`config.mk`:
```
export PLATFORM = sky130hd
export DESIGN_NAME = risc8_uart_rx
export DESIGN_NICKNAME = d
export VERILOG_FILES = /design/src/rtl/risc8_uart_rx_pkg.sv /design/src/rtl/risc8_fifo.sv /design/src/rtl/risc8_uart_rx.sv
export SDC_FILE = /design/constraint.sdc
export NUM_CORES = 1
export LEC_CHECK = 0
export CORE_ASPECT_RATIO = 0.9
export CORE_MARGIN = 4
export CORE_UTILIZATION = 33
export CTS_CLUSTER_SIZE = 28
export DETAILED_ROUTE_END_ITERATION = 12
export HOLD_SLACK_MARGIN = 0.06
export PLACE_DENSITY = 0.56
export SLEW_MARGIN = 40
export SYNTH_ARGS = -nofsm -noshare
export SYNTH_HDL_FRONTEND = slang
export SYNTH_HIERARCHICAL = 1
export SYNTH_SLANG_ARGS = --single-unit
```
`constraint.sdc`:
```
create_clock -name clk -period 4.9 [get_ports clk]
set_clock_uncertainty 0.15 [all_clocks]
set_input_delay 0.735 -clock clk [delete_from_list [all_inputs] [get_ports clk]]
set_output_delay 0.735 -clock clk [all_outputs]
set_load 0.01 [all_outputs]
```
`src/rtl/risc8_uart_rx_pkg.sv`:
```
// rtl/risc8_uart_rx_pkg.sv - register offsets, status bit map and receiver state encoding
package risc8_uart_rx_pkg;

   localparam logic [6:0] REG_DATA   = 7'd0;
   localparam logic [6:0] REG_STATUS = 7'd1;

   localparam int ST_NONEMPTY = 0;
   localparam int ST_OVR      = 1;
   localparam int ST_FERR     = 2;
   localparam int ST_FULL     = 7;

   typedef enum logic [1:0] {
      S_IDLE,
      S_START,
      S_DATA,
      S_STOP
   } rx_state_t;

   function automatic logic [7:0] status_byte(input logic full, input logic ferr,
                                              input logic ovr, input logic nonempty);
      logic [7:0] s;
      s              = 8'h00;
      s[ST_FULL]     = full;
      s[ST_FERR]     = ferr;
      s[ST_OVR]      = ovr;
      s[ST_NONEMPTY] = nonempty;
      return s;
   endfunction

endpackage

```
`src/rtl/risc8_fifo.sv`:
```
// rtl/risc8_fifo.sv - power-of-two FIFO with occupancy count; pop on empty is ignored,
// a push while full is accepted only when a pop frees the slot in the same cycle.
module risc8_fifo #(
   parameter int WIDTH = 8,
   parameter int DEPTH = 4
) (
   input  logic                     clk,
   input  logic                     reset,
   input  logic                     push_i,
   input  logic                     pop_i,
   input  logic [WIDTH-1:0]         wdata_i,
   output logic [WIDTH-1:0]         head_o,
   output logic                     full_o,
   output logic                     empty_o,
   output logic [$clog2(DEPTH):0]   count_o
);

   localparam int AW = $clog2(DEPTH);

   logic [WIDTH-1:0] mem_q [DEPTH];
   logic [AW-1:0]    wr_ptr_q;
   logic [AW-1:0]    rd_ptr_q;
   logic [AW:0]      count_q;
   logic [AW:0]      count_d;
   logic             do_push;
   logic             do_pop;

   assign empty_o = (count_q == '0);
   assign full_o  = (count_q == (AW+1)'(DEPTH));
   assign do_pop  = pop_i && !empty_o;
   assign do_push = push_i && (!full_o || do_pop);
   assign head_o  = mem_q[rd_ptr_q];
   assign count_o = count_q;

   always_comb begin
      count_d = count_q;
      if (do_push && !do_pop) begin
         count_d = count_q + (AW+1)'(1);
      end else if (do_pop && !do_push) begin
         count_d = count_q - (AW+1)'(1);
      end
   end

   always_ff @(posedge clk) begin
      if (do_push) begin
         mem_q[wr_ptr_q] <= wdata_i;
      end
   end

   // Pointers wrap naturally because DEPTH is a power of two.
   always_ff @(posedge clk) begin
      if (!reset) begin
         wr_ptr_q <= '0;
         rd_ptr_q <= '0;
         count_q  <= '0;
      end else begin
         if (do_push) begin
            wr_ptr_q <= wr_ptr_q + AW'(1);
         end
         if (do_pop) begin
            rd_ptr_q <= rd_ptr_q + AW'(1);
         end
         count_q <= count_d;
      end
   end

endmodule

```
`src/rtl/risc8_uart_rx.sv`:
```
// rtl/risc8_uart_rx.sv - 8N1 serial receiver with receive FIFO and data/status IO registers
module risc8_uart_rx
   import risc8_uart_rx_pkg::*;
#(
   parameter logic [6:0] BASE    = 7'h2C,
   parameter int         DIVISOR = 104,
   parameter int         DEPTH   = 4
) (
   input  logic       clk,
   input  logic       reset,
   input  logic [6:0] addr,
   input  logic       ren,
   input  logic       wen,
   input  logic [7:0] wdata,
   output logic [7:0] rdata,
   output logic       valid,
   input  logic       rx_in
);

   localparam logic [6:0]  DATA_ADDR = BASE + REG_DATA;
   localparam logic [6:0]  STAT_ADDR = BASE + REG_STATUS;
   localparam logic [15:0] CNT_HALF  = 16'(DIVISOR / 2 - 1);
   localparam logic [15:0] CNT_FULL  = 16'(DIVISOR - 1);

   rx_state_t   state_q;
   logic        sync1_q;
   logic        sync2_q;
   logic        last_q;
   logic [15:0] cnt_q;
   logic [2:0]  bit_q;
   logic [7:0]  shift_q;
   logic        push_q;
   logic        ferr_evt_q;

   logic        ovr_q;
   logic        ovr_d;
   logic        ferr_q;
   logic        ferr_d;
   logic [7:0]  rdata_q;
   logic        valid_q;

   logic        rd_data;
   logic        rd_stat;
   logic        wr_stat;
   logic        ovr_set;
   logic [7:0]  fifo_head;
   logic        fifo_full;
   logic        fifo_empty;
   logic [$clog2(DEPTH):0] fifo_count;
   logic        unused_wdata;

   assign unused_wdata = ^{wdata[7:3], wdata[0]};

   // Receive FSM samples only the synchronized line; push/error are registered pulses.
   always_ff @(posedge clk) begin
      if (!reset) begin
         sync1_q    <= 1'b1;
         sync2_q    <= 1'b1;
         last_q     <= 1'b1;
         state_q    <= S_IDLE;
         cnt_q      <= '0;
         bit_q      <= '0;
         shift_q    <= '0;
         push_q     <= 1'b0;
         ferr_evt_q <= 1'b0;
      end else begin
         sync1_q    <= rx_in;
         sync2_q    <= sync1_q;
         last_q     <= sync2_q;
         push_q     <= 1'b0;
         ferr_evt_q <= 1'b0;
         case (state_q)
            S_IDLE: begin
               if (last_q && !sync2_q) begin
                  state_q <= S_START;
                  cnt_q   <= CNT_HALF;
               end
            end
            S_START: begin
               if (cnt_q != '0) begin
                  cnt_q <= cnt_q - 16'd1;
               end else if (!sync2_q) begin
                  state_q <= S_DATA;
                  cnt_q   <= CNT_FULL;
                  bit_q   <= '0;
               end else begin
                  state_q <= S_IDLE;
               end
            end
            S_DATA: begin
               if (cnt_q != '0) begin
                  cnt_q <= cnt_q - 16'd1;
               end else begin
                  shift_q <= {sync2_q, shift_q[7:1]};
                  cnt_q   <= CNT_FULL;
                  bit_q   <= bit_q + 3'd1;
                  if (bit_q == 3'd7) begin
                     state_q <= S_STOP;
                  end
               end
            end
            S_STOP: begin
               if (cnt_q != '0) begin
                  cnt_q <= cnt_q - 16'd1;
               end else begin
                  state_q <= S_IDLE;
                  if (sync2_q) begin
                     push_q <= 1'b1;
                  end else begin
                     ferr_evt_q <= 1'b1;
                  end
               end
            end
            default: state_q <= S_IDLE;
         endcase
      end
   end

   assign rd_data = ren && (addr == DATA_ADDR);
   assign rd_stat = ren && (addr == STAT_ADDR);
   assign wr_stat = wen && (addr == STAT_ADDR);
   // A full FIFO always has a head, so any data read in the same cycle frees the slot.
   assign ovr_set = push_q && fifo_full && !rd_data;

   risc8_fifo #(
      .WIDTH(8),
      .DEPTH(DEPTH)
   ) u_fifo (
      .clk     (clk),
      .reset   (reset),
      .push_i  (push_q),
      .pop_i   (rd_data),
      .wdata_i (shift_q),
      .head_o  (fifo_head),
      .full_o  (fifo_full),
      .empty_o (fifo_empty),
      .count_o (fifo_count)
   );

   always_comb begin
      ovr_d  = ovr_q;
      ferr_d = ferr_q;
      if (wr_stat) begin
         if (wdata[ST_FERR]) ferr_d = 1'b0;
         if (wdata[ST_OVR])  ovr_d  = 1'b0;
      end
      if (ovr_set)    ovr_d  = 1'b1;
      if (ferr_evt_q) ferr_d = 1'b1;
   end

   always_ff @(posedge clk) begin
      if (!reset) begin
         ovr_q   <= 1'b0;
         ferr_q  <= 1'b0;
         rdata_q <= 8'h00;
         valid_q <= 1'b0;
      end else begin
         ovr_q   <= ovr_d;
         ferr_q  <= ferr_d;
         valid_q <= rd_data || rd_stat;
         if (rd_data) begin
            rdata_q <= fifo_empty ? 8'h00 : fifo_head;
         end else if (rd_stat) begin
            rdata_q <= status_byte(fifo_full, ferr_q, ovr_q, fifo_count != '0);
         end else begin
            rdata_q <= 8'h00;
         end
      end
   end

   assign rdata = rdata_q;
   assign valid = valid_q;

endmodule

```
==> load_flow_metrics.sql <==
INSERT INTO impl_metrics (metric_group, metric, value, unit) VALUES
('placement', 'placement.io_buffers', '22', ''),
('layout', 'stdcell_count', '528', ''),
('cts', 'clock-root-buffer', 'clkbuf_16', ''),
('placement', 'gp_congestion', '0.746', ''),
('worst_setup_path', 'required_time_at_the_endpoint_of_the_critical_path', '5.02', 'ns'),
('die', 'io_pins', '29', ''),
('global_route', 'global_route.usage.total', '12.6', '%'),
('placement', 'placed_cell_area', '4210', 'µm²'),
('layout', 'multi_input_area', '1690', 'µm²'),
('sta', 'fin_worst_hold_slack', '0.257', 'ns'),
('placement', 'place_inst', '511', ''),
('detailed_routing', 'drt_drc_violations_left', '0', ''),
('synthesis', 'synth_edf_count', '32', ''),
('cts', 'ctsResizeCount', '0', ''),
('detailed_routing', 'final_antenna_net_count', '0', ''),
('synthesis', 'synth_most_common_cell', 'dfxtp_1', ''),
('synthesis', 'netlist_top_cells_count', '54 x dfxtp_1, 35 x nand2_1, 32 x edfxtp_1', ''),
('global_route', 'grt_antenna_before_repair', '0', ''),
('detailed_routing', 'detail_route.wirelength', '7.77', 'mm'),
('detailed_routing', 'drt_first_pass_iters', '4', ''),
('worst_setup_path', 'critical_path_arrival', '3.59', 'ns'),
('synthesis', 'ys.flop_type', 'dfxtp_1', ''),
('synthesis', 'yosysSeqAreaShare', '53.2', '%'),
('global_route', 'grt_start_max_net_pins', '29', ''),
('layout', 'finish.instance_area', '4520', 'µm²'),
('detailed_routing', 'vias', '2636', ''),
('worst_setup_path', 'crit_path_start_kind', 'input pin', ''),
('cts', 'clock_tree.htree_level_count', '3', ''),
('layout', 'final.fill_count', '1124', ''),
('hold_path', 'worstHoldPathType', 'register to register', ''),
('detailed_routing', 'detail_route.vias_per_cell', '4.99', ''),
('worst_setup_path', 'cp-end-kind', 'register', ''),
('synthesis', 'syn_area', '3840', 'µm²'),
('synthesis', 'synth_area_leader_cell', 'dfxtp_1', ''),
('placement', 'pre_cts_slack', '1.05', 'ns'),
('layout', 'final_core_utilization', '39.7', '%'),
('global_route', 'number_of_global_route_vias_before_repair', '2534', ''),
('synthesis', 'ys_seq_elements', '86', ''),
('synthesis', 'postSynthAreaPerCell', '11.1', 'µm²'),
('synthesis', 'syn-instance-count', '346', ''),
('cts', 'max-clock-path-buffers', '2', ''),
('synthesis', 'yosys-top-cells-area', 'dfxtp_1 28%, edfxtp_1 25%, mux4_2 4.7%', ''),
('cts', 'cts_inserted_buffers', '9', ''),
('synthesis', 'yosys_warnings', '6', ''),
('synthesis', 'synth_fp_nets', '381', ''),
('global_route', 'grt_pass1_wl', '13.0', 'mm'),
('power', 'peakVddDrop', '0.000164', 'V'),
('power', 'powerDensity', '427', 'nW/µm²'),
('layout', 'nets', '402', ''),
('cts', 'post_cts_repair_setup_buffers', '0', ''),
('detailed_routing', 'drtIter0Drc', '143', ''),
('cts', 'cts_sinks', '86', ''),
('layout', 'footprint_of_the_flip_flops_and_latches', '2040', 'µm²'),
('layout', 'syn2layout_area_growth', '17.8', '%'),
('synthesis', 'netlist.area_leader.share', '28.2', '%'),
('die', 'fp.dieArea', '13400', 'µm²'),
('cts', 'cts.reportedPaths.clkPinSlew', '0.07', 'ns'),
('synthesis', 'asyncSetResetFlopFracSynth', '0', '%'),
('power', 'power.leakage', '1.57', 'nW'),
('flow_run', 'cap_violations', '0', ''),
('layout', 'num_antenna_cells', '0', ''),
('sta', 'min_period', '3.47', 'ns'),
('run_status', 'outcome', 'finished clean', ''),
('cts', 'cts_hold_buffers', '0', ''),
('die', 'fp-row-count', '37', ''),
('worst_setup_path', 'timing.critical_path.fanout_max', '7', ''),
('cts', 'cts_tree', 'done', ''),
('worst_setup_path', 'worstSetupPathType', 'input pin to register', ''),
('cts', 'insertion_delay', '0.34', 'ns'),
('sta', 'grt_setup_unrepaired', 'false', ''),
('detailed_routing', 'drt-wirelength-per-cell', '14.7', 'µm');
[where the power goes]
group / switching, mW / internal, mW
logic: 0.297 / 0.158
clock network: 0.283 / 0.400
registers: 0.0312 / 0.763
total: 0.611 / 1.32
[registers in the layout (all words and copies together), names as in the netlist, 2 cells and up, named ones only]
name and cells:
rdata 8, u_fifo/rd_ptr_q 2, u_fifo/wr_ptr_q 2, u_fifo/count_o 3, cnt_q 16, bit_q 3, shift_q 8, u_fifo/mem_q 32
[cell usage in the layout, fill, tap and decap left out, drive strengths merged, types with 2 or more instances in the layout]
master | netlist | final
or3 | 10 | 10
nor3 | 11 | 11
mux4 | 8 | 8
nand2 | 35 | 35
xor2 | 3 | 3
nor2 | 10 | 10
a21boi | 4 | 4
a221oi | 2 | 2
nand3 | 10 | 10
and3 | 3 | 3
o211ai | 4 | 4
clkdlybuf4s50 | 0 | 22
nor4 | 4 | 4
nand4 | 6 | 6
a21oi | 28 | 28
buf | 6 | 4
clkbuf | 10 | 10
inv | 13 | 16
nand2b | 6 | 6
xnor2 | 4 | 4
edfxtp | 32 | 32
ha | 14 | 14
a31oi | 2 | 2
or4 | 9 | 9
dfxtp | 54 | 54
a22o | 4 | 4
clkinv | 0 | 2
nand4b | 2 | 2
o41ai | 2 | 2
and2 | 14 | 14
o21ai | 7 | 7
nor3b | 3 | 3
o311ai | 2 | 2
o31ai | 7 | 7
mux2i | 5 | 5
[layer usage]
layer  share of wire [%]  global-route usage, %  up-vias
li1                    -                      -     1322
met1                  48                   16.3     1270
met2                  47                   20.2       37
met3                 4.4                   4.34        7
met4                0.88                   3.36        0
met5                   0                      0        -
[cell families (layout without fill, tap and decap cells)]
family | Yosys count | count (layout) | share of synthesized area (%)
buffers and inverters | 29 | 55 | 2.97
AO/OA/AOI/OAI | 69 | 69 | 12.6
AND/OR/NAND/NOR | 127 | 127 | 18.5
multiplexers | 13 | 13 | 6.00
flip-flops | 86 | 86 | 53.2
XOR/XNOR | 7 | 7 | 1.60
adder cells (fa/ha/maj) | 15 | 15 | 5.08
[area by class of cell]
type | instances | area share (%)
Multi-Input combinational cell | 231 | 37.3
Sequential cell | 86 | 45.1
Clock buffer | 10 | 5.06
Inverter | 13 | 1.08
Timing Repair Buffer | 26 | 5.53
Tap cell | 156 | 4.32
Clock inverter | 6 | 1.52
[path summary, 6_finish.rpt]
check / from / end / slack [ns] / cells after the start
worst min register to register: sync1_q / sync2_q / 0.26 / 1
worst max-delay path: addr[6] / u_fifo/count_o[2] / 1.43 / 13
worst max register to register: cnt_q[9] / cnt_q[9] / 2.07 / 5
worst min-delay path: sync1_q / sync2_q / 0.26 / 1
[critical path: stages]
cell,delay (ns)
clkdlybuf4s50_1,0.39
nand4bb_1,0.18
nor3b_1,0.32
nand2_1,0.14
nor2_1,0.23
inv_1,0.11
a21boi_4,0.24
ha_1,0.22
inv_1,0.06
fa_1,0.37
xor2_1,0.15
or3_1,0.30
a21boi_0,0.15
Note: power is estimated with default switching activity, not from simulation.
